File: src/rtl/leaf_token_collector_if.sv
// leaf_token_collector_if: source-side token handshakes plus the collected FIFO output stream.
interface leaf_token_collector_if #(
  parameter int NUM_SRC = 10,
  parameter int DATA_W  = 8
);
  localparam int IW = NUM_SRC > 1 ? $clog2(NUM_SRC) : 1;
  logic [NUM_SRC-1:0]        src_valid;
  logic [NUM_SRC*DATA_W-1:0] src_data;
  logic [NUM_SRC-1:0]        src_ready;
  logic                      out_valid;
  logic                      out_ready;
  logic [DATA_W-1:0]         out_data;
  logic [IW-1:0]             out_src_id;
  logic [15:0]               accept_cnt;
  modport master (
    output src_valid, src_data, out_ready,
    input  src_ready, out_valid, out_data, out_src_id, accept_cnt
  );
  modport slave (
    input  src_valid, src_data, out_ready,
    output src_ready, out_valid, out_data, out_src_id, accept_cnt
  );
endinterface

File: src/rtl/leaf_token_collector.sv
// leaf_token_collector: round-robin merge of sibling leaf tokens into one tagged FIFO stream.
module leaf_token_collector #(
  parameter int NUM_SRC = 10,
  parameter int DATA_W  = 8,
  parameter int DEPTH   = 4
) (
  input logic clk,
  input logic rst,
  leaf_token_collector_if.slave bus
);
  localparam int IW = NUM_SRC > 1 ? $clog2(NUM_SRC) : 1;
  localparam int AW = $clog2(DEPTH);
  logic [IW-1:0]          r_rr_ptr;
  logic [AW:0]            r_count;
  logic [AW-1:0]          r_wp;
  logic [AW-1:0]          r_rp;
  logic [IW+DATA_W-1:0]   r_mem [DEPTH];
  logic [15:0]            r_accept_cnt;
  logic [IW-1:0]          w_gidx;
  logic [NUM_SRC-1:0]     w_grant;
  logic                   w_full;
  logic                   w_push;
  logic                   w_pop;
  // Scan offsets from the far end down so the nearest requester above rr_ptr wins.
  always_comb begin : arb
    int j;
    w_gidx = '0;
    j = 0;
    for (int k = NUM_SRC - 1; k >= 0; k--) begin
      j = int'(r_rr_ptr) + k;
      if (j >= NUM_SRC) j = j - NUM_SRC;
      if (bus.src_valid[j]) w_gidx = IW'(j);
    end
  end
  assign w_full  = r_count == (AW+1)'(DEPTH);
  assign w_grant = (|bus.src_valid && !w_full && !rst) ? NUM_SRC'(1) << w_gidx : '0;
  assign w_push  = |w_grant;
  assign w_pop   = bus.out_valid && bus.out_ready;
  assign bus.src_ready  = w_grant;
  assign bus.out_valid  = r_count != '0;
  assign {bus.out_src_id, bus.out_data} = r_mem[r_rp];
  assign bus.accept_cnt = r_accept_cnt;
  always_ff @(posedge clk) begin
    if (w_push) r_mem[r_wp] <= {w_gidx, bus.src_data[w_gidx*DATA_W +: DATA_W]};
  end
  always_ff @(posedge clk) begin
    if (rst) begin
      r_rr_ptr     <= '0;
      r_count      <= '0;
      r_wp         <= '0;
      r_rp         <= '0;
      r_accept_cnt <= '0;
    end else begin
      if (w_push) r_rr_ptr <= (w_gidx == IW'(NUM_SRC - 1)) ? '0 : w_gidx + 1'b1;
      r_count <= r_count + (AW+1)'(w_push) - (AW+1)'(w_pop);
      r_wp    <= r_wp + AW'(w_push);
      r_rp    <= r_rp + AW'(w_pop);
      if (w_push && r_accept_cnt != 16'hFFFF) r_accept_cnt <= r_accept_cnt + 16'd1;
    end
  end
endmodule

File: src/flat_wrapper.sv
// flat-port wrapper written by rule: the top's interface ports become plain ports
module leaf_token_collector_flat 
#(
  parameter int NUM_SRC = 10,
  parameter int DATA_W  = 8,
  parameter int DEPTH   = 4
)
  (clk, rst, bus_src_valid, bus_src_data, bus_out_ready, bus_src_ready, bus_out_valid, bus_out_data, bus_out_src_id, bus_accept_cnt);
  leaf_token_collector_if #(.NUM_SRC(NUM_SRC), .DATA_W(DATA_W)) bus_i ();
  input logic clk;
  input logic rst;
  input wire logic [$bits(bus_i.src_valid)-1:0] bus_src_valid;
  input wire logic [$bits(bus_i.src_data)-1:0] bus_src_data;
  input wire logic [$bits(bus_i.out_ready)-1:0] bus_out_ready;
  output wire logic [$bits(bus_i.src_ready)-1:0] bus_src_ready;
  output wire logic [$bits(bus_i.out_valid)-1:0] bus_out_valid;
  output wire logic [$bits(bus_i.out_data)-1:0] bus_out_data;
  output wire logic [$bits(bus_i.out_src_id)-1:0] bus_out_src_id;
  output wire logic [$bits(bus_i.accept_cnt)-1:0] bus_accept_cnt;
  assign bus_i.src_valid = bus_src_valid;
  assign bus_i.src_data = bus_src_data;
  assign bus_i.out_ready = bus_out_ready;
  assign bus_src_ready = bus_i.src_ready;
  assign bus_out_valid = bus_i.out_valid;
  assign bus_out_data = bus_i.out_data;
  assign bus_out_src_id = bus_i.out_src_id;
  assign bus_accept_cnt = bus_i.accept_cnt;
  leaf_token_collector #(.NUM_SRC(NUM_SRC), .DATA_W(DATA_W), .DEPTH(DEPTH)) u_core (.clk(clk), .rst(rst), .bus(bus_i));
endmodule
File: config.mk
export PLATFORM = sky130hd
export DESIGN_NAME = leaf_token_collector_flat
export DESIGN_NICKNAME = d
export VERILOG_FILES = /design/src/rtl/leaf_token_collector_if.sv /design/src/rtl/leaf_token_collector.sv /design/src/flat_wrapper.sv
export SDC_FILE = /design/constraint.sdc
export NUM_CORES = 1
export LEC_CHECK = 0
export ABC_CLOCK_PERIOD_IN_PS = 6800
export BUFFER_PORTS_ARGS = -buffer_cell sky130_fd_sc_hd__buf_2
export CAP_MARGIN = 20
export CORE_MARGIN = 2
export CORE_UTILIZATION = 45
export DETAILED_ROUTE_END_ITERATION = 10
export PLACE_DENSITY_LB_ADDON = 0.05
export SYNTH_ARGS = -nofsm -noshare
export SYNTH_HDL_FRONTEND = slang
export SYNTH_SLANG_ARGS = --single-unit
File: constraint.sdc
create_clock -name clk -period 6.8 [get_ports clk]
set_input_delay 1.02 -clock clk [delete_from_list [all_inputs] [get_ports clk]]
set_output_delay 1.02 -clock clk [all_outputs]
set_load 0.005 [all_outputs]
### Word level (Yosys, flattened, before mapping)

Memories as Yosys holds them, arrays and structs flattened. A register that Yosys moved wholly into a read port is not among the register bits.
Cells that the tools add are included.

| storage, ports and cells | value |
|---|---|
| RAM bits | 48 |
| flip-flop bits (word level) | 27 |
| output and inout port bits | 39 |
| bits of input ports | 93 |
| word-level logic and storage cells | 120 |
| memories kept | 1 |

| cells by class | value |
|---|---|
| mux-type cells | 55 |
| magnitude comparators | 20 |
| reduce and logical (&&, ||, !) cells | 9 |
| shifts and indexed selects | 2 |
| equal/unequal tests | 3 |
| add/subtract/negate cells | 25 |

Memories:

| name | words | width | read ports | clocked after memory_dff | write ports | line | RTL |
|---|---|---|---|---|---|---|---|
| u_core.r_mem | 4 | 12 | 1 | 1 | 1 | leaf_token_collector.sv:17 | `logic [IW+DATA_W-1:0] r_mem [DEPTH];` |

Operators by type and width:

| operator | count |
|---|---|
| 32-bit by 6-bit less-than comparator with 1-bit output (second input constant) | 10 |
| 32-bit 2-to-1 mux | 10 |
| 32-bit by 5-bit greater-or-equal comparator with 1-bit output (second input constant) | 9 |
| 32-bit by 5-bit subtractor with 32-bit output (second input constant) | 9 |
| 80-bit by 8-bit indexed part select with 8-bit output | 1 |
| 4-bit 2-to-1 mux | 11 |
| 1-bit binary-select mux with 4-bit select | 10 |
| 1-bit 2-to-1 mux | 22 |
| 4-bit by 3-bit adder with 5-bit output (second input constant) | 4 |
| 10-bit OR reduction | 2 |
| 16-bit by 1-bit adder with 16-bit output (second input constant) | 1 |
| 16-bit inequality test (second input constant) | 1 |
| 4-bit by 2-bit adder with 5-bit output (second input constant) | 2 |
| 4-bit by 4-bit adder with 5-bit output (second input constant) | 2 |
| 10-bit 2-to-1 mux | 1 |
| 1-bit by 4-bit << shifter with 10-bit output (first input constant) | 1 |
| 4-bit by 1-bit adder with 5-bit output (second input constant) | 1 |
| 4-bit by 4-bit subtractor with 5-bit output (second input constant) | 1 |
| 2-bit by 1-bit adder with 2-bit output | 2 |
| 4-bit by 1-bit adder with 4-bit output (second input constant) | 1 |
| 4-bit == test (second input constant) | 1 |
| 4-bit greater-or-equal comparator (second input constant) | 1 |
| 1-bit logical AND | 4 |
| 3-bit by 1-bit adder with 3-bit output | 1 |
| other kinds (5) | 6 |

### Longest topological paths before layout

| depth | value |
|---|---|
| depth in word-level cells | 21 |
| gate-level depth with buffers | 30 |
| depth with buffers taken out | 24 |

### Worst setup path after synthesis

No wires, ideal clock.

| timing | value |
|---|---|
| kind | flip-flop to flip-flop |
| from | register u_core.r_rr_ptr[0] |
| to | memory u_core.r_mem[1][0] in the netlist's numbering (enable) |
| data arrival time | 5.920 ns |
| data required time | 6.401 ns |
| period minus slack after synthesis | 6.319 ns |
| library setup time | 0.399 ns |
| cell stages (with the launch flop) | 25 |
| slack | 0.481 ns |
| buffers on the path | 7 |
| cell sequence | dfxtp_1 -> buf_6 -> buf_4 -> buf_6 -> inv_1 -> ha_1 -> clkinv_1 -> clkbuf_1 -> ha_1 -> clkbuf_1 -> xnor3_1 -> o31a_1 -> or3_1 -> o211a_1 -> o221a_2 -> o21ai_1 -> nand2_1 -> clkbuf_1 -> nor2_1 -> ha_1 -> inv_1 -> and2_4 -> a2bb2oi_2 -> buf_2 -> nor3b_1 |

| on the way | value |
|---|---|
| word-level cells in the longest chain between the ends | 21 |
| elaborated cells on any way between the ends | 84 |
| classes of those cells | 19 x add/sub; 10 x order compare; 1 x shift; 53 x mux; 1 x reduce/logical |

RTL lines:

| item | line | RTL |
|---|---|---|
| start: declaration | leaf_token_collector.sv:13 | `logic [IW-1:0] r_rr_ptr;` |
| start signal: assignment | leaf_token_collector.sv:54 | `if (w_push) r_rr_ptr <= (w_gidx == IW'(NUM_SRC - 1)) ? '0 : w_gidx + 1'b1;` |
| 4-bit by 4-bit adder with 5-bit output | leaf_token_collector.sv:30 | `j = int'(r_rr_ptr) + k;` |
| 32-bit by 5-bit subtractor with 32-bit output or 32-bit by 5-bit greater-or-equal comparator with 1-bit output (tied branches) | leaf_token_collector.sv:31 | `if (j >= NUM_SRC) j = j - NUM_SRC;` |
| 32-bit 2-to-1 mux | leaf_token_collector.sv:31 |  |
| 1-bit binary-select mux with 4-bit select | leaf_token_collector.sv:32 | `if (bus.src_valid[j]) w_gidx = IW'(j);` |
| 1-bit 2-to-1 mux (implied by the code) (2 in a row) | leaf_token_collector.sv:32 |  |
| 4-bit 2-to-1 mux (9 in a row) | leaf_token_collector.sv:32 |  |
| 4-bit 2-to-1 mux (*) | leaf_token_collector.sv:32 |  |
| 1-bit by 4-bit << shifter with 10-bit output (*) | leaf_token_collector.sv:36 | `assign w_grant = (\|bus.src_valid && !w_full && !rst) ? NUM_SRC'(1) << w_gidx : '0;` |
| 10-bit 2-to-1 mux (*) | leaf_token_collector.sv:36 |  |
| 10-bit OR reduction (*) | leaf_token_collector.sv:37 | `assign w_push = \|w_grant;` |
| 1-bit 2-to-1 mux (*) | leaf_token_collector.sv:44 | `if (w_push) r_mem[r_wp] <= {w_gidx, bus.src_data[w_gidx*DATA_W +: DATA_W]};` |
| 1-bit 2-to-1 mux (implied by the code) (*) | leaf_token_collector.sv:44 |  |
| end: declaration | leaf_token_collector.sv:17 |  |

Mark *: on every way between the ends. The rest lies on a longest branch, timed or not. The select of a mux whose other input is x is not followed.

### Final worst setup path

| timing | value |
|---|---|
| from | register u_core.r_rr_ptr[3] |
| to | output port bus_src_ready[5] |

| on the way | value |
|---|---|
| word-level cells in the longest chain between the ends | 18 |
| elaborated cells on any way between the ends | 81 |
| classes of those cells | 19 x add/sub; 10 x order compare; 1 x shift; 51 x mux |

RTL lines:

| item | line | RTL |
|---|---|---|
| 4-bit by 4-bit adder with 5-bit output | leaf_token_collector.sv:30 |  |
| 32-bit by 5-bit subtractor with 32-bit output or 32-bit by 5-bit greater-or-equal comparator with 1-bit output (tied branches) | leaf_token_collector.sv:31 |  |
| 32-bit 2-to-1 mux | leaf_token_collector.sv:31 |  |
| 1-bit binary-select mux with 4-bit select | leaf_token_collector.sv:32 |  |
| 1-bit 2-to-1 mux (implied by the code) (2 in a row) | leaf_token_collector.sv:32 |  |
| 4-bit 2-to-1 mux (9 in a row) | leaf_token_collector.sv:32 |  |
| 4-bit 2-to-1 mux (*) | leaf_token_collector.sv:32 |  |
| 1-bit by 4-bit << shifter with 10-bit output (*) | leaf_token_collector.sv:36 |  |
| 10-bit 2-to-1 mux (*) | leaf_token_collector.sv:36 |  |
| end: declaration | flat_wrapper.sv:15 | `output wire logic [$bits(bus_i.src_ready)-1:0] bus_src_ready;` |

Marks and branches as above.

==> reports/metrics.csv <==
metric;value;unit
hp-class;register to register;
place_congestion;0.944;
clk_pin_slew;60;ps
finalInstanceArea;8200;um2
max-slew-margin-rel;33.1;%
post_cts_buffers;0;
cap_violations;0;
worstPathCellList;inv_2 -> ha_1 -> nor4bb_1 -> a21oi_1 -> and4b_1 -> a311oi_2 -> nor3b_1 -> o211ai_1 -> nand4_1 -> buf_4 -> nand2_1 -> buf_4 -> inv_2 -> buf_4 -> nor3_1 -> buf_2;
wl;23.7;mm
cts-root-buf;clkbuf_16;
finalHoldViolCount;0;
final-setup-viol-count;0;
vias_per_cell;6.26;
area_growth;16.3;%
syn_nets;878;
critPathMaxFanout;25;
std_cell_rows;45;
synth_ff_type;edfxtp_1;
worstMarginPinSlew;1000;ps
syn_area;7050;um2
cts_buffers;9;
dp_hpwl;18.1;mm
syn-mean-instance-area;9.35;um2
cts_hold_buf;0;
fin_skew;9.91;ps
cp-start-kind;register;
ys_ff_latch;75;
layout.nets;1000;
cpPeakStageDelay;700;ps
clock.fmax;0.159;GHz
synth-seq-area-share;28.1;%
vias;6837;
synth_cells;754;
min_period_over_period;92.6;%
cts_max_level;3;
crit_family;simple AND/OR/NAND/NOR gates;
grt_antenna_before_repair;0;
crit_path_frequent_cell;buf_4;
placedInstanceArea;7910;um2
drt_iter0_markers;657;
ioPinCount;132;
async_flop_share;0;%
yosysWarnings;0;
cp-end-kind;output pin;
clock_latency;340;ps
core-area;15300;um2
worstPathArrival;5280;ps
cts_resized;0;
die_area;16700;um2
worstPathRequired;5780;ps
initial_core_util;46.2;%
cts_tree;done;
overflow;0;
ant_nets;0;
report.final.slew_viol_count;0;
cpMaxStageDelayCell;dfxtp_1;
drtPass1Iterations;5;
outcome;finished clean;
n_antenna_cell;0;
finalCriticalPeriod;6300;ps
yosys.cell_types.count;96;
postLayoutCoreUtil;53.7;%
die_w;129;um
critical_path_class;register to output pin;
cp.buffers_inverters;6;
drive_gt1_share;27.1;%
clock-sinks;75;
grt_max_degree;33;
grt_pass1_wl;35.6;mm
drc;0;
cts_max_path_buffers;2;
portBuffers;131;
grt_use_total;27.9;%
wl_per_cell;21.7;um
first_global_vias;6373;
tns;0;ps
rsz0062_at_grt;false;
synth_edf_count;48;
die_h;129;um
==> worst reg2reg max path: cells and delay by family (launching register included) <==
family	cells	cell delay, ps
DFF	1	700
buffers and inverters	5	960
adders and majority gates	2	620
and+or+nand+nor	8	2410
AOI/OAI and AO/OA	4	930
==> metrics by stage <==
stage / std cells / hold WS (ps) / setup WS [ps]
after floorplan: 754 / 467 / 481
final: 1092 / 507 / 501
after detailed placement: 1076 / 493 / 899
after global routing: 1092 / 538 / 265
after CTS: 1092 / 512 / 572
after global placement: 1076 / 474 / 999
==> registers in the layout (all words and copies together), names as in the netlist <==
register               count
u_core.r_wp                2
u_core.r_mem              48
u_core.r_count             3
u_core.r_rp                2
u_core.bus.accept_cnt     16
u_core.r_rr_ptr            4
==> layout make-up <==
type	count	area, um2
fillers	1409	7060
multi-input cells	614	4770
flip-flops and latches	75	1980
repair buffers	149	791
well taps	211	264
clock buffers	11	253
inverters	27	104
clock inverters	5	33.8
==> final timing paths <==
kind,startpoint,end,slack [ps],cells after the start
worst min register to register,u_core.bus.accept_cnt[12],u_core.bus.accept_cnt[12],510,2
worst min-delay path,u_core.bus.accept_cnt[12],u_core.bus.accept_cnt[12],510,2
worst max register to register,u_core.r_rr_ptr[3],u_core.r_mem[3][7],800,19
worst max-delay path,u_core.r_rr_ptr[3],bus_src_ready[5],500,16
==> logic make-up after synthesis <==
group,Yosys count,share of synthesized area [%]
DFF,75,28.1
AOI/OAI and AO/OA,210,22.5
and+or+nand+nor,267,21.3
buffers and inverters,65,4.35
muxes,81,14.6
adders and majority gates,31,5.72
xor gates and xnor gates,25,3.52
==> synth_stat cells (14+ instances only) <==
library cell	instances	area, um2
nor2_1	55	206
edfxtp_1	48	1440
mux2i_1	46	460
nand2_1	43	161
and3_1	31	194
ha_1	29	363
dfxtp_1	27	541
o21ai_0	27	135
a21oi_1	23	115
inv_1	21	78.8
nor3_1	18	90.1
xnor2_1	17	149
a211oi_1	16	120
nor2b_1	16	100
mux2_2	15	169
mux4_2	15	338
o22ai_1	14	87.6
==> metal layers <==
metal / vias to the layer above / part of all wire, % / track usage, %
met3: 38 / 8.3 / 6.52
met1: 3281 / 44 / 39.0
met5: - / 0 / 0
met2: 303 / 45 / 43.3
li1: 3215 / - / -
met4: 0 / 1.9 / 8.12
==> cells in the final DEF, fill, tap and decap left out, drive strengths merged, types with 11 or more instances in the layout <==
| cell | count |
|---|---|
| buf | 149 |
| nor2 | 55 |
| edfxtp | 48 |
| mux2i | 47 |
| nand2 | 43 |
| o21ai | 32 |
| and3 | 31 |
| ha | 29 |
| inv | 28 |
| dfxtp | 27 |
| a21oi | 26 |
| xnor2 | 19 |
| mux2 | 19 |
| nor3 | 18 |
| a211oi | 18 |
| nor2b | 16 |
| mux4 | 15 |
| o22ai | 14 |
| nand3 | 14 |
| o21a | 12 |
| o211ai | 12 |
| clkbuf | 11 |
Power is not shown: default switching activity piles up to over one toggle a cycle in this logic, so the estimate is an artifact.
